**config.mk**
```make
export PLATFORM = sky130hd
export DESIGN_NAME = spi_reg_controller
export DESIGN_NICKNAME = d
export VERILOG_FILES = /design/src/rtl/spi_reg_pkg.sv /design/src/rtl/spi_half_tick.sv /design/src/rtl/spi_reg_controller.sv
export SDC_FILE = /design/constraint.sdc
export NUM_CORES = 1
export LEC_CHECK = 0
export BUFFER_PORTS_ARGS = -buffer_cell sky130_fd_sc_hd__buf_2
export CORE_MARGIN = 2
export CORE_UTILIZATION = 31
export DETAILED_ROUTE_END_ITERATION = 12
export GPL_TIMING_DRIVEN = 0
export SLEW_MARGIN = 20
export SYNTH_ARGS = -nofsm -noshare
export SYNTH_HDL_FRONTEND = slang
export SYNTH_HIERARCHICAL = 1
export SYNTH_SLANG_ARGS = --single-unit
```
**constraint.sdc**
```tcl
create_clock -name clk -period 2.7 [get_ports clk]
set_clock_uncertainty 0.15 [all_clocks]
set_input_delay 0.135 -clock clk [delete_from_list [all_inputs] [get_ports clk]]
set_output_delay 0.135 -clock clk [all_outputs]
set_load 0.1 [all_outputs]
```
**src/rtl/spi_reg_pkg.sv**
```systemverilog
// spi_reg_pkg: shared constants, register map and FSM states for the SPI register interface
package spi_reg_pkg;
  localparam int SPI_FRAME_BITS = 16;
  localparam logic SPI_WR_BIT = 1'b1;
  localparam logic [6:0] REG_EN_OUT_7_0 = 7'h00;
  localparam logic [6:0] REG_EN_OUT_15_8 = 7'h01;
  localparam logic [6:0] REG_EN_PWM_7_0 = 7'h02;
  localparam logic [6:0] REG_EN_PWM_15_8 = 7'h03;
  localparam logic [6:0] REG_PWM_DUTY = 7'h04;
  typedef enum logic [2:0] {IDLE, SETUP, HIGH, LOW, HOLD, GAP} spi_state_t;
  function automatic logic [SPI_FRAME_BITS-1:0] spi_frame(input logic [6:0] a, input logic [7:0] d);
    return {SPI_WR_BIT, a, d};
  endfunction
endpackage

```
**src/rtl/spi_half_tick.sv**
```systemverilog
// spi_half_tick: one-cycle tick every CLK_DIV clocks while enabled, cleared when disabled
module spi_half_tick #(
  parameter int CLK_DIV = 4,
  parameter int CNT_W = 8
) (
  input  logic clk,
  input  logic rst_n,
  input  logic en,
  output logic tick
);
  localparam logic [CNT_W-1:0] LAST = CNT_W'(CLK_DIV - 1);
  logic [CNT_W-1:0] cnt;
  assign tick = en && cnt == LAST;
  // half-period counter: 0..CLK_DIV-1, wraps on tick, held at zero while idle
  always_ff @(posedge clk or negedge rst_n)
    if (!rst_n) cnt <= '0;
    else cnt <= (!en || tick) ? '0 : cnt + 1'b1;
endmodule

```
**src/rtl/spi_reg_controller.sv**
```systemverilog
// spi_reg_controller: mode-0 SPI initiator sending one 16-bit register-write frame per start
module spi_reg_controller
  import spi_reg_pkg::*;
#(
  parameter int CLK_DIV = 4,
  parameter int CNT_W = 8
) (
  input  logic       clk,
  input  logic       rst_n,
  input  logic       start,
  input  logic [6:0] addr,
  input  logic [7:0] wdata,
  output logic       busy,
  output logic       done,
  output logic       sclk,
  output logic       copi,
  output logic       ncs
);
  spi_state_t state;
  logic [SPI_FRAME_BITS-1:0] shreg;
  logic [SPI_FRAME_BITS-1:0] frame;
  logic [3:0] idx;
  logic tick;
  assign frame = spi_frame(addr, wdata);
  spi_half_tick #(.CLK_DIV(CLK_DIV), .CNT_W(CNT_W)) u_tick (
    .clk(clk),
    .rst_n(rst_n),
    .en(state != IDLE),
    .tick(tick)
  );
  // frame sequencer: every phase lasts one half-period tick; copi changes only on sclk falling edges
  always_ff @(posedge clk or negedge rst_n)
    if (!rst_n) begin
      state <= IDLE;
      shreg <= '0;
      idx <= '0;
      sclk <= 1'b0;
      copi <= 1'b0;
      ncs <= 1'b1;
      busy <= 1'b0;
      done <= 1'b0;
    end else begin
      done <= 1'b0;
      case (state)
        IDLE:
          if (start && !busy) begin
            shreg <= frame;
            copi <= frame[SPI_FRAME_BITS-1];
            idx <= 4'd15;
            ncs <= 1'b0;
            busy <= 1'b1;
            state <= SETUP;
          end
        SETUP:
          if (tick) begin
            sclk <= 1'b1;
            state <= HIGH;
          end
        HIGH:
          if (tick) begin
            sclk <= 1'b0;
            if (idx != 4'd0) begin
              copi <= shreg[SPI_FRAME_BITS-2];
              shreg <= {shreg[SPI_FRAME_BITS-2:0], 1'b0};
              state <= LOW;
            end else state <= HOLD;
          end
        LOW:
          if (tick) begin
            sclk <= 1'b1;
            idx <= idx - 4'd1;
            state <= HIGH;
          end
        HOLD:
          if (tick) begin
            ncs <= 1'b1;
            copi <= 1'b0;
            done <= 1'b1;
            state <= GAP;
          end
        GAP:
          if (tick) begin
            busy <= 1'b0;
            state <= IDLE;
          end
        default: state <= IDLE;
      endcase
    end
endmodule

```
==> impl_metrics.csv, run 1 <==
group,metric,value,unit
die,rows,27,
synthesis,ys_seq_area_share,48.6,%
pwr,max-vdd-ir-drop,0.459,mV
placement,port-buffer-count,22,
synthesis,async_flop_share,100,%
pwr,power_density,1030,nW/µm²
drt,vias_per_cell,4.61,
die,core,5570,µm²
drt,final_antenna_net_count,0,
clock_tree,htree_num_levels,2,
status,status,"finished, final reports clean",
worst_setup_path,rr_worst_depth,7,
timing,period_minus_slack,2530,ps
worst_setup_path,critPathLaunchType,"flop",
clock_tree,clk_pin_slew,70,ps
die,design.die.area,6450,µm²
drt,wirelength,3.37,mm
cells_and_area,num_antenna_cells,0,
timing,fin_setup_tns,0,ps
cells_and_area,drive_gt1_share,26.8,%
synthesis,ys_warn_count,6,
cells_and_area,fillers,581,
synthesis,post_synth_num_cell_types,39,
synthesis,synth-edff-count,0,
cells_and_area,area_growth,18.5,%
drt,wire_per_inst,11.8,µm
min_path,holdCritStartpoint,"addr[1]",
placement,hpwlAfterDp,2.38,mm
min_path,hold_depth,4,
clock_tree,root_buffer,"clkbuf_8",
min_path,min_to,"shreg[9]$_DFFE_PN0P_",
timing,finalMaxSlewViolations,0,
grt,grtUsageTotal,11.9,%
grt,grt_pass1_vias,1216,
die,fp.dieW,80.3,µm
min_path,hold_class,"in -> reg",
timing,final.period_utilization,93.6,%
grt,grt_pass1_wl,5.87,mm
cells_and_area,instances_no_fill,285,
grt,grt_max_degree,36,
timing,holdWs,17.7,ps
worst_setup_path,r2r-start,"u_tick/cnt[2]$_DFF_PN0_",
grt,antenna_found_initial,0,
die,die_y,80.3,µm
placement,dp.cells,274,
cells_and_area,nets,233,
pwr,p_leak,1.07,nW
worst_setup_path,r2r_end,"idx[3]$_DFFE_PN0P_",
drt,drc_errors,0,
clock_tree,clock_path_buffers,2,
job,maxCapViolations,0,
worst_setup_path,critPathCaptureType,"flop",
worst_setup_path,worstSetupPathType,"reg -> reg",
clock_tree,cts.sinks,35,
timing,slew_headroom,48.4,%
drt,num_vias,1313,
cells_and_area,layout_common_cells,"51 x nand2_1, 34 x dfrtp_1, 24 x buf_2, 10 x a21oi_1, 10 x o21ai_0",
synthesis,syn_avg_cell_area,10.0,µm²
clock_tree,cts_buffers,5,
drt,firstDrtPassIters,4,
drt,drtIter0Drc,72,
synthesis,synthCells,180,
die,initial_core_util,32.4,%
worst_setup_path,path_max_fanout,7,
timing,setup-violations-final,0,
worst_setup_path,cp.arrival,2540,ps
worst_setup_path,crit_required,2720,ps
cells_and_area,final_common_cell,"nand2_1",
timing,final-hold-violation-count,0,
placement,globalplace.congestion,0.761,
synthesis,synth_area,1810,µm²
timing,clock.fmax,396,MHz
clock_tree,cts_tree,"built",
clock_tree,clk_latency,290,ps
placement,postPlaceCellArea,2010,µm²
grt,grt_overflow,0,
cells_and_area,final_area,2140,µm²
synthesis,syn_nets,201,
synthesis,synth-seq-cells,35,
die,io_pins,23,
worst_setup_path,r2r_setup_slack,170,ps
synthesis,synthFlopType,"dfrtp_1",
timing,worst_slew_pin_slew,774,ps
[Yosys cell counts, types with 2 or more instances]
library cell	n	share of area, %
nand2_1	51	11
dfrtp_1	34	47
a21oi_1	10	2.8
o21ai_0	10	2.8
mux2_2	7	4.4
mux2_4	7	5.8
nor2_1	7	1.5
inv_1	6	1.2
nand3_1	4	1.1
nor3_1	4	1.1
or3_1	4	1.4
clkbuf_1	3	0.62
ha_1	3	2.1
and3_1	2	0.69
buf_2	2	0.55
nor3b_1	2	0.83
xor2_1	2	0.97
[power breakdown]
group | total (mW) | internal (mW) | switching [mW]
Combinational | 0.976 | 0.452 | 0.525
Sequential | 0.813 | 0.697 | 0.116
Clock | 0.411 | 0.233 | 0.178
Total | 2.20 | 1.38 | 0.819
[routing by layer]
layer / track usage [%] / vias to the layer above / wire (µm)
li1: - / 675 / -
met1: 17.0 / 613 / 1750
met2: 16.5 / 23 / 1420
met3: 4.72 / 2 / 177
met4: 3.56 / 0 / 23
met5: 0 / - / 0
[cell type report]
| cell class | instances | area (µm²) | area share (%) |
|---|---|---|---|
| Tap cell | 72 | 90.1 | 4.21 |
| Timing Repair Buffer | 25 | 138 | 6.43 |
| Sequential cell | 35 | 877 | 41.0 |
| Buffer | 7 | 47.5 | 2.22 |
| Multi-Input combinational cell | 132 | 865 | 40.4 |
| Inverter | 6 | 22.5 | 1.05 |
| Clock buffer | 8 | 100 | 4.68 |
[timing repair]
item / 4_1_cts / 5_1_grt
hold buffers: 2 / 0
gates resized for setup: 0 / 1
endpoints found under the setup margin: 0 / 2
setup buffers: 0 / 1
endpoints found under the hold margin: 35 / 0
[per-stage QoR]
| stage | utilization, % | setup WS (ps) | power (mW) |
|---|---|---|---|
| final | 38.4 | 173 | 2.20 |
| after global routing | 38.4 | -1.39 | 2.37 |
| after CTS | 38.1 | 39.8 | 2.22 |
| after detailed placement | 36.0 | 48.5 | 1.80 |
| after global placement | 36.0 | 55.0 | 1.78 |
| after floorplan | - | 311 | 1.61 |
[how the worst max path moves through the flow]
stage | endpoint | from | depth (start not counted) | slack [ps]
after floorplan | idx[3]$_DFFE_PN0P_ | u_tick/cnt[2]$_DFF_PN0_ | 7 | 310
after global placement | idx[3]$_DFFE_PN0P_ | u_tick/cnt[2]$_DFF_PN0_ | 7 | 50
after detailed placement | idx[3]$_DFFE_PN0P_ | u_tick/cnt[2]$_DFF_PN0_ | 7 | 50
after CTS | idx[3]$_DFFE_PN0P_ | u_tick/cnt[2]$_DFF_PN0_ | 7 | 40
after global routing | idx[3]$_DFFE_PN0P_ | u_tick/cnt[2]$_DFF_PN0_ | 7 | -1
final | idx[3]$_DFFE_PN0P_ | u_tick/cnt[2]$_DFF_PN0_ | 7 | 170
[state kept, by name, indices dropped and copies added (netlist names)]
signal	cells
busy	1
copi	1
done	1
idx	4
ncs	1
sclk	1
shreg	15
state	3
u_tick/cnt	8
[critical path, cell delays in order, from the launching register on]
cell,delay (ps)
dfrtp_1,450
or4_4,560
nor4b_1,230
buf_2,240
nand2_1,190
nor3b_4,340
and3_1,200
o21ai_0,60
[logic make-up after synthesis]
kind of cell | Yosys count | synth area share [%]
AO/OA/AOI/OAI | 26 | 10.3
XOR/XNOR | 3 | 1.46
adder cells (fa/ha/maj) | 3 | 2.08
buffers and inverters | 13 | 3.88
flip-flops | 35 | 48.6
multiplexers | 15 | 10.7
AND/OR/NAND/NOR | 85 | 23.0
(Power assumes the default switching activity.)
==> run 2, diff against run 1 <==
- BUFFER_PORTS_ARGS: -buffer_cell sky130_fd_sc_hd__buf_2 -> unset
- CTS_BUF_LIST: unset -> sky130_fd_sc_hd__clkbuf_16
- DONT_BUFFER_PORTS: unset -> 1
- GPL_TIMING_DRIVEN: 0 -> unset
==> run 2 against run 1 <==
Compared with the run above: die area unchanged; worst setup slack gained 14 ps; routed wire length rose by 1.9%; final cell count shrank 1.4%; non-clock buffer count decreased by 4; maximum frequency up 0.57%; sequential power is essentially flat; critical endpoint is now idx[1]$_DFFE_PN0P_; highest routed layer unchanged.
==> impl_metrics.csv, run 2 (synthesis gave the netlist of run 1 again) <==
group,metric,value,unit
worst_setup_path,cp.arrival,2570,ps
clock_tree,root_buffer,"clkbuf_16",
worst_setup_path,crit_path_top_delay_cell,"or4_4",
drt,wirelength,3.44,mm
worst_setup_path,rr_worst_depth,8,
timing,slew_headroom,41.6,%
job,maxCapViolations,0,
drt,drc_errors,0,
cells_and_area,regMostFlops,"shreg",
worst_setup_path,r2r_setup_slack,190,ps
drt,final_antenna_net_count,0,
cells_and_area,nets,229,
grt,grt_max_degree,36,
worst_setup_path,critPathLaunchType,"flop",
die,initial_core_util,32.4,%
drt,vias_per_cell,4.65,
clock_tree,cts_resized,0,
timing,period_minus_slack,2510,ps
clock_tree,cts_tree,"built",
drt,top_layer,"met4",
worst_setup_path,path_max_fanout,7,
cells_and_area,instances_no_fill,281,
cells_and_area,area_growth,27.7,%
worst_setup_path,critPathCaptureType,"flop",
placement,dp_slack,198,ps
worst_setup_path,cpPeakStageDelay,560,ps
clock_tree,clk_pin_slew,60,ps
cells_and_area,largestRegisters,"shreg x15, u_tick/cnt x8, idx x4",
drt,route.met2.wl,1.48,mm
cells_and_area,layout_common_cells,"51 x nand2_1, 34 x dfrtp_1, 17 x dlygate4sd3_1",
worst_setup_path,r2r-start,"u_tick/cnt[2]$_DFF_PN0_",
cells_and_area,final_common_cell,"nand2_1",
pwr,max-vdd-ir-drop,0.467,mV
die,die_y,80.3,µm
cells_and_area,num_antenna_cells,0,
clock_tree,clock_path_buffers,2,
worst_setup_path,crit_path_cell_trace,"or4_4, nor4b_1, buf_4, nand2_1, nor3b_2, buf_4, nor3_1, a21oi_1",
drt,num_vias,1307,
worst_setup_path,worstSetupPathType,"reg -> reg",
drt,drtIter0Drc,47,
drt,firstDrtPassIters,4,
drt,met1Wirelength,1.73,mm
timing,rsz0062_at_grt,"no",
die,design.die.area,6450,µm²
grt,grt_pass1_wl,6.13,mm
timing,holdWs,165,ps
timing,clock.fmax,398,MHz
clock_tree,cts_buffers,5,
cells_and_area,final_util,41.4,%
grt,grt_overflow,0,
placement,port-buffer-count,0,
timing,fin_setup_tns,0,ps
clock_tree,post_cts_buffers,0,
die,rows,27,
cells_and_area,final_area,2310,µm²
grt,grtUsageTotal,12.5,%
clock_tree,clk_latency,280,ps
status,status,"finished, final reports clean",
timing,worst_slew_pin_slew,876,ps
cells_and_area,largest_reg_flops,15,
worst_setup_path,cpMostUsedCell,"buf_4",
placement,dp.cells,255,
min_path,hold_class,"in -> async",
timing,final-hold-violation-count,0,
clock_tree,cts_hold_buf,18,
grt,grt_pass1_vias,1317,
grt,antenna_found_initial,0,
die,core,5570,µm²
clock_tree,htree_num_levels,2,
pwr,power_density,1090,nW/µm²
placement,globalplace.congestion,0.735,
timing,final.period_utilization,93.1,%
placement,postPlaceCellArea,1920,µm²
timing,finalMaxSlewViolations,0,
drt,met3WireLength,161,µm
die,io_pins,23,
pwr,p_leak,1.11,nW
drt,wire_per_inst,12.2,µm
worst_setup_path,r2r_end,"idx[1]$_DFFE_PN0P_",
die,fp.dieW,80.3,µm
worst_setup_path,crit_required,2760,ps
timing,setup_ws,188,ps
placement,hpwlAfterDp,2.33,mm
timing,setup-violations-final,0,
pwr,power.total,2.52,mW
cells_and_area,fillers,556,
clock_tree,cts.sinks,35,
cells_and_area,drive_gt1_share,20.1,%
[run 2: worst max-delay path by stage]
stage / slack [ps] / cells past startpoint / start / endpoint
after floorplan: 310 / 7 / u_tick/cnt[2]$_DFF_PN0_ / idx[3]$_DFFE_PN0P_
after global placement: 240 / 8 / u_tick/cnt[2]$_DFF_PN0_ / idx[0]$_DFFE_PN0P_
after detailed placement: 200 / 8 / u_tick/cnt[2]$_DFF_PN0_ / idx[1]$_DFFE_PN0P_
after CTS: 170 / 8 / u_tick/cnt[2]$_DFF_PN0_ / idx[1]$_DFFE_PN0P_
after global routing: 4 / 8 / u_tick/cnt[2]$_DFF_PN0_ / idx[0]$_DFFE_PN0P_
final: 190 / 8 / u_tick/cnt[2]$_DFF_PN0_ / idx[1]$_DFFE_PN0P_
[run 2: per-layer routing]
metal / global-route usage [%] / up-vias
met2: 18.2 / 25
met5: 0 / -
met1: 17.1 / 610
li1: - / 666
met3: 3.71 / 6
met4: 5.59 / 0
[run 2: cell type report]
type                    instances  area, µm²  share of cell area [%]
clock inverters                 3       67.6                    2.93
repair buffers                 28        265                    11.5
clock buffers                   5        125                    5.43
multi-input cells             132        858                    37.2
flip-flops and latches         35        877                    38.0
well taps                      72       90.1                    3.91
inverters                       6       22.5                   0.977
[run 2: worst max-delay path: cells and delay by family (launching register included)]
family                 cells  cell delay, ps
and+or+nand+nor            5            1360
buffers and inverters      2             400
AOI/OAI and AO/OA          1             100
DFF                        1             430
[run 2: where the power goes]
part | switching (mW) | internal (mW) | leakage, nW
sequential | 0.112 | 0.697 | 0.426
clock | 0.217 | 0.528 | 0.0900
combinational | 0.512 | 0.449 | 0.590
total | 0.841 | 1.67 | 1.11
==> run 3, diff against run 2 <==
- CORE_UTILIZATION: 31 -> 40
==> run 3 against run 2 <==
Compared with the run above: combinational power about the same; cell area decreased by 3.3%; clock power decreased by 29%; routed wire length increased by 2.7%; final cell count decreased by 7.1%; sequential power increased by 0.9%; core utilization increased by 9.8 points; worst setup slack improved by 21 ps; first-iteration DRC count decreased by 55%; critical path depth unchanged; non-clock buffer count increased by 1; sequential share of layout area increased by 1.3 points.
==> impl_metrics.csv, run 3 (synthesis gave the netlist of run 1 again) <==
group,metric,value,unit
timing,holdWs,160,ps
worst_setup_path,crit_required,2750,ps
timing,fin_setup_tns,0,ps
worst_setup_path,crit_path_top_delay_cell,"or4_4",
worst_setup_path,path_max_fanout,7,
cells_and_area,largest_reg_flops,15,
timing,clock.fmax,401,MHz
cells_and_area,drive_gt1_share,19.6,%
timing,slew_headroom,42.7,%
die,fp.dieW,71.2,µm
grt,grt_pass1_wl,6.22,mm
grt,grt_max_degree,36,
clock_tree,cts_resized,0,
worst_setup_path,critPathLaunchType,"flop",
clock_tree,clock_path_buffers,2,
cells_and_area,layout_common_cells,"51 x nand2_1, 34 x dfrtp_1, 17 x dlygate4sd3_1, 11 x buf_4",
die,core,4350,µm²
status,status,"finished, final reports clean",
worst_setup_path,worstSetupPathType,"reg -> reg",
grt,grt_pass1_vias,1408,
grt,grtUsageTotal,15.7,%
pwr,sw_frac_of_total,35.9,%
drt,drc_errors,0,
timing,setup-violations-final,0,
drt,drtIter0Drc,21,
drt,vias_per_cell,5.16,
drt,firstDrtPassIters,4,
cells_and_area,final_common_cell,"nand2_1",
min_path,hold_class,"in -> async",
timing,worst_slew_pin_slew,860,ps
timing,final-hold-violation-count,0,
cells_and_area,area_growth,23.5,%
pwr,seqPwrFrac,35.4,%
pwr,p_int,1.48,mW
clock_tree,cts_buffers,5,
cells_and_area,nets,230,
worst_setup_path,cp.arrival,2540,ps
pwr,p_leak,1.09,nW
clock_tree,root_buffer,"clkbuf_16",
cells_and_area,largestRegisters,"shreg x15, u_tick/cnt x8, idx x4",
clock_tree,cts.sinks,35,
timing,finalMaxSlewViolations,0,
pwr,p_sw,0.829,mW
cells_and_area,regMostFlops,"shreg",
clock_tree,htree_num_levels,2,
pwr,power_density,1040,nW/µm²
timing,setup_ws,208,ps
cells_and_area,num_antenna_cells,0,
clock_tree,cts_tree,"built",
drt,wire_per_inst,13.5,µm
drt,final_antenna_net_count,0,
worst_setup_path,crit_path_cell_trace,"or4_4, nor4b_1, buf_4, nand2_1, nor3b_2, buf_4, nor3_1, a21oi_1",
clock_tree,clk_latency,270,ps
worst_setup_path,critPathCaptureType,"flop",
worst_setup_path,cpPeakStageDelay,560,ps
job,maxCapViolations,0,
die,initial_core_util,41.5,%
grt,grt_overflow,0,
pwr,max-vdd-ir-drop,0.449,mV
pwr,p_comb_share,41.8,%
placement,globalplace.congestion,0.812,
timing,rsz0062_at_grt,"no",
timing,final.period_utilization,92.3,%
placement,hpwlAfterDp,2.47,mm
placement,port-buffer-count,0,
drt,num_vias,1348,
timing,period_minus_slack,2490,ps
clock_tree,clk_pin_slew,50,ps
die,io_pins,23,
die,design.die.area,5070,µm²
die,die_y,71.2,µm
pwr,clock_power_share,22.8,%
grt,antenna_found_initial,0,
drt,wirelength,3.53,mm
placement,dp_slack,225,ps
die,rows,24,
worst_setup_path,cpMostUsedCell,"buf_4",
## run 3: cell types whose count changed in the layout (fill, tap and decap cells not counted), sizes merged
cell      delta
buf          +1
bufinv       -2
clkinvlp     -1
clkinv       +2
## run 3: critical path, delay by kind of cell, from the launching register on
kind | cells | cell delay [ps]
AND/OR/NAND/NOR | 5 | 1320
flip-flops | 1 | 430
buffers and inverters | 2 | 400
AO/OA/AOI/OAI | 1 | 110
## run 3: power by group through the flow
stage / clock (mW) / sequential, mW / combinational, mW
after floorplan: 0 / 0.896 / 0.714
after global placement: 0 / 0.810 / 0.910
after detailed placement: 0 / 0.821 / 0.941
after CTS: 0.539 / 0.814 / 0.980
after global routing: 0.566 / 0.837 / 1.07
final: 0.527 / 0.817 / 0.964
## run 3: path summary, 6_finish.rpt
path                                               from                      end  slack, ps  cells after the start
worst max-delay path            u_tick/cnt[2]$_DFF_PN0_       idx[0]$_DFFE_PN0P_        210                      8
worst max register to register  u_tick/cnt[2]$_DFF_PN0_       idx[0]$_DFFE_PN0P_        210                      8
min in group clk                                  start       idx[2]$_DFFE_PN0P_        210                      3
worst min-delay path                              rst_n  u_tick/cnt[5]$_DFF_PN0_        160                      2
max in group asynchronous                         rst_n          ncs$_DFFE_PN1P_       2000                      2
worst min register to register     shreg[2]$_DFFE_PN0P_     shreg[2]$_DFFE_PN0P_        360                      1
## run 3: what timing repair did
action / CTS / global route
buffers inserted: 0 / 0
hold endpoints to repair: 51 / 0
hold buffers: 18 / 0
## run 3: layout make-up
type                       instances  area (µm²)
inverter                           6        22.5
timing repair buffer              29         273
fill                             384        2120
clock inverter                     2        8.76
clock buffer                       5         125
multi-input combinational        132         858
tap                               52        65.1
sequential                        35         877
## run 3: layer usage
layer | GRT usage (%) | part of all wire (%)
met1 | 18.1 | 42
met4 | 6.71 | 2.1
met2 | 27.4 | 53
met3 | 3.99 | 3.1
met5 | 0 | 0
## run 3: per-stage QoR
stage	instance area, µm²	utilization (%)	power (mW)	cells
final	2230	51.2	2.31	261
after global routing	2230	51.2	2.48	261
after CTS	2230	51.2	2.33	261
after detailed placement	1910	43.8	1.76	236
after global placement	1910	43.8	1.72	236
after floorplan	1810	-	1.61	180
